<file path="src/rtl/register_file.sv">
// 32 x N register file: three combinational read ports, one write port, x0 hardwired to zero,
// plus a 16-bit count of committed writes.
module register_file #(
  parameter int unsigned N = 32
) (
  input  logic         clk,
  input  logic         rst,
  input  logic [4:0]   rs1,
  input  logic [4:0]   rs2,
  input  logic [4:0]   rd,
  input  logic         regWrite,
  input  logic [N-1:0] writeData,
  input  logic [4:0]   dbgAddr,
  output logic [N-1:0] readData1,
  output logic [N-1:0] readData2,
  output logic [N-1:0] dbgData,
  output logic [15:0]  writeCount
);

  logic [N-1:0] regs_q [32];
  logic [15:0]  count_q;
  logic         commit;

  assign commit = regWrite && (rd != 5'd0);

  always_ff @(posedge clk) begin
    if (rst) begin
      for (int i = 0; i < 32; i++) begin
        regs_q[i] <= '0;
      end
      count_q <= '0;
    end else if (commit) begin
      regs_q[rd] <= writeData;
      count_q    <= count_q + 16'd1;
    end
  end

  // x0 is gated on the read side so it reads zero even before the first reset.
  always_comb begin
    readData1 = (rs1 == 5'd0) ? '0 : regs_q[rs1];
    readData2 = (rs2 == 5'd0) ? '0 : regs_q[rs2];
    dbgData   = (dbgAddr == 5'd0) ? '0 : regs_q[dbgAddr];
  end

  assign writeCount = count_q;

endmodule

</file>
<file path="config.mk">
export PLATFORM = sky130hd
export DESIGN_NAME = register_file
export DESIGN_NICKNAME = d
export VERILOG_FILES = /design/src/rtl/register_file.sv
export SDC_FILE = /design/constraint.sdc
export NUM_CORES = 2
export LEC_CHECK = 0
export CELL_PAD_IN_SITES_DETAIL_PLACEMENT = 1
export CELL_PAD_IN_SITES_GLOBAL_PLACEMENT = 1
export CORE_AREA = 2 2 305 608
export CTS_CLUSTER_SIZE = 10
export DETAILED_ROUTE_END_ITERATION = 12
export DIE_AREA = 0 0 307 610
export PLACE_DENSITY_LB_ADDON = 0.1
export SLEW_MARGIN = 5
export SYNTH_ARGS = -nofsm -noshare
export SYNTH_HDL_FRONTEND = slang
export SYNTH_SLANG_ARGS = --single-unit
</file>
<file path="constraint.sdc">
create_clock -name clk -period 5.25 [get_ports clk]
set_input_delay 1.3125 -clock clk [delete_from_list [all_inputs] [get_ports clk]]
set_output_delay 1.3125 -clock clk [all_outputs]
set_load 0.02 [all_outputs]
</file>
==> impl_summary.log <==
[metrics] unrepaired setup endpoints after global routing: false
[metrics] Critical Path End Type: output port
[metrics] antenna-violating nets left: 0
[metrics] Cell Area, Synth: 0.0636 mm^2
[metrics] count of mapped cells out of synthesis: 4371
[metrics] worst-path cell chain: buf_8 -> buf_12 -> buf_4 -> mux4_2 -> o21ai_0 -> a311oi_1 -> buf_12
[metrics] Worst Path Max Fanout: 37
[metrics] post-route fraction of the period consumed by the critical path: 0.995
[metrics] number of nets in the finished design: 4680
[metrics] TritonCTS clock tree: yes
[metrics] CP Buf/Inv Count: 4
[metrics] post-synth top area cell: sky130_fd_sc_hd__edfxtp_1
[metrics] final cell area excluding filler cells: 0.0745 mm^2
[metrics] register bit count reported by yosys: 1040
[metrics] syn avg cell area: 14.5 um^2
[metrics] Hold-fix buffers, CTS: 0
[metrics] type of the worst min-delay path: reg2reg
[metrics] slew of the pin with the lowest slew margin: 1.22 ns
[metrics] Post-Route Skew: 0.00738 ns
[metrics] Overall Power: 21.8 mW
[metrics] cell with the largest stage delay on the worst path: sky130_fd_sc_hd__o21ai_0
[metrics] path length in cells of the critical path: 7
[metrics] count of flip-flops with a built-in enable after synthesis: 1024
[metrics] total track usage: 0.339
[metrics] post-DP HPWL: 200000 um
[metrics] Synth Warn #: 0
[metrics] Die Height: 610 um
[metrics] Die Area: 0.187 mm^2
[metrics] Max-cap violations: 0
[metrics] Initial DRT Pass Iterations: 5
[metrics] via count of the first global-routing pass: 48.8k
[metrics] grt ovf: 0
[metrics] maximum operating frequency: 192 MHz
[metrics] Critical Path RT: 3.94 ns
[metrics] detailed-route wire length per cell: 45.5 um
[metrics] proportion of netlist area held by the largest area contributor: 0.484
[metrics] Worst-path clk slew: 0.06 ns
[metrics] hold depth: 2
[metrics] number of cell instances on the worst register-to-register path: 4
[metrics] Worst Path Arrival: 3.91 ns
[metrics] placed cells: 6852
[metrics] cell family with the largest share of critical-path delay: compound AO/OA/AOI/OAI gates
[metrics] standard-cell rows: 222
[metrics] DR vias: 46.6k
[metrics] Die X: 307 um
[metrics] dominant synthesized flop cell: sky130_fd_sc_hd__edfxtp_1
[metrics] final hold vios: 0
[metrics] time the worst path needs with I/O delays and setup: 5.22 ns
[metrics] layout overhead on the synthesized area: 17.2%
[metrics] status: finished, final reports clean
[metrics] Seq/Total Area, Yosys: 0.489
[metrics] CORE AREA: 0.183 mm^2
[metrics] Final Non-Filler Cells: 7046
[metrics] Clock Latency Late Sink: 0.77 ns
[metrics] total clock buffers created by CTS: 117
[metrics] areal power density over the cells: 292 mW/mm^2
[metrics] main area contributors after synthesis: sky130_fd_sc_hd__edfxtp_1 48%, sky130_fd_sc_hd__mux4_2 24%, sky130_fd_sc_hd__and2_1 9.8%
[metrics] number of antenna violations at the first check in global routing: 42
[metrics] GPL Wtd Cong: 0.888
[metrics] IR drop worst, VDD: 0.248 mV
[metrics] maximum number of buffers from clock root to sink: 3
[metrics] Sinks on Clock Net: 1040
[metrics] DRC violations left: 0
[metrics] static power due to leakage: 25.4 nW
[metrics] cell area after placement: 0.0711 mm^2
[metrics] final wirelength: 320000 um
[metrics] pin count of the biggest net entering global routing: 49
[metrics] worst setup path category: in2out
[metrics] number of input and output port buffers inserted: 166
[metrics] Max-Slew Margin vs Limit: 0.183
[metrics] first-pass GRT wire length: 428000 um
[metrics] depth of the CTS H-tree: 3
[metrics] final max-slew violation count: 0
[metrics] initial DRC count: 5470
[metrics] final worst hold slack: 0.491 ns
[metrics] nature of the critical path startpoint: input port
[metrics] proportion of layout cells with a drive suffix above 1: 0.326
[metrics] Vias per Instance: 6.61
[metrics] crit-path max cell delay: 0.69 ns
[metrics] buffer type at the clock tree root: sky130_fd_sc_hd__clkbuf_16
[metrics] boundary pin count: 167
[metrics] share of synthesized flip-flops with an asynchronous set or reset: 0
[metrics] initial core utilization: 0.348
[metrics] cell mode on critical path: sky130_fd_sc_hd__buf_12
[metrics] synth cell count leaders: 1024 x sky130_fd_sc_hd__edfxtp_1, 996 x sky130_fd_sc_hd__and2_1, 672 x sky130_fd_sc_hd__mux4_2, 332 x sky130_fd_sc_hd__clkbuf_1, 193 x sky130_fd_sc_hd__mux2i_1
[metrics] Setup Viol. Count Final: 0
[metrics] number of distinct library cells after synthesis: 47
[metrics] most frequent cell after synthesis: sky130_fd_sc_hd__edfxtp_1
==> timing repair <==
| action | 4_1_cts | 5_1_grt |
|---|---|---|
| pin swaps | 2 | 2 |
| setup buffers | 5 | 0 |
| setup endpoints to repair | 13 | 8 |
| resized for setup | 13 | 10 |
==> metal layers <==
metal  track usage  part of all wire  up-vias
li1              -                 -    17800
met1         0.389              0.35    25100
met2         0.578              0.50     2722
met3        0.0554             0.076      918
met4         0.232             0.078       10
met5             0           0.00022        -
==> final timing paths <==
check / startpoint / endpoint / slack [ns]
worst min register to register: writeCount[15] / writeCount[15] / 0.49
worst max register to register: writeCount[2] / writeCount[14] / 3.51
worst min-delay path: writeCount[15] / writeCount[15] / 0.49
worst max-delay path: rs1[1] / readData1[6] / 0.03
==> cell families (layout without fill, tap and decap cells) <==
family | Yosys count | after routing | share of synthesized area
multiplexers | 961 | 961 | 0.286
adder cells (fa/ha/maj) | 1 | 1 | 0.000197
buffers and inverters | 512 | 782 | 0.0369
flip-flops | 1040 | 1040 | 0.489
AND/OR/NAND/NOR | 1272 | 1272 | 0.123
XOR/XNOR | 4 | 4 | 0.000551
AO/OA/AOI/OAI | 580 | 580 | 0.0650
other | 1 | 54 | 0.0000590
==> placed cells by master, fill, tap and decap left out, types with 11 or more instances in the layout <==
cell type                            n
sky130_fd_sc_hd__nor2b_1            96
sky130_fd_sc_hd__nor2_4             22
sky130_fd_sc_hd__clkbuf_1           38
sky130_fd_sc_hd__buf_12            133
sky130_fd_sc_hd__clkbuf_16         119
sky130_fd_sc_hd__mux2_2             96
sky130_fd_sc_hd__mux2i_1           193
sky130_fd_sc_hd__a211oi_1           96
sky130_fd_sc_hd__a221oi_1           72
sky130_fd_sc_hd__edfxtp_1         1024
sky130_fd_sc_hd__dfxtp_1            16
sky130_fd_sc_hd__a311oi_1           82
sky130_fd_sc_hd__clkdlybuf4s50_1    82
sky130_fd_sc_hd__or2_2              15
sky130_fd_sc_hd__diode_2            22
sky130_fd_sc_hd__mux4_2            672
sky130_fd_sc_hd__conb_1             32
sky130_fd_sc_hd__and2_1            993
sky130_fd_sc_hd__o2111ai_1          25
sky130_fd_sc_hd__a311oi_2           14
sky130_fd_sc_hd__a21oi_1            11
sky130_fd_sc_hd__buf_4             376
sky130_fd_sc_hd__o21ai_0           173
sky130_fd_sc_hd__a22oi_1            95
sky130_fd_sc_hd__or2_4              20
sky130_fd_sc_hd__nand2_1            53
sky130_fd_sc_hd__nor2_1             14
==> registers in the layout, summed over array words and instances (netlist names) <==
signal,count
regs_q,1024
writeCount,16
==> worst register-to-register path: cells and delay by family, from the launching register on <==
kind / cells / cell delay, ns
compound gates: 2 / 0.45
flops: 1 / 0.43
simple gates: 2 / 0.79
==> final cells by class <==
class,instances,area [um^2]
clock buffer,159,3150
inverter,5,26.3
timing repair buffer,610,6500
multi-input combinational,2850,30700
fill,18200,108000
antenna,22,55.1
tap,2352,2940
sequential,1040,31100
clock inverter,8,35.0
==> where the power goes <==
group	total [mW]	switching (mW)	internal [mW]
combinational	4.20	2.35	1.84
sequential	9.97	0.380	9.59
clock	7.60	3.52	4.08
==> per-stage QoR <==
stage / setup slack (ns) / utilization / setup TNS, ns
detailed placement: -0.432 / 0.389 / -1.53
global placement: -0.448 / 0.389 / -1.59
finish: 0.0289 / 0.408 / 0
global route: 0.00233 / 0.407 / 0
CTS: -0.142 / 0.407 / -0.142
floorplan: 0.959 / - / 0
No activity file was read; power rests on OpenSTA's default activity.
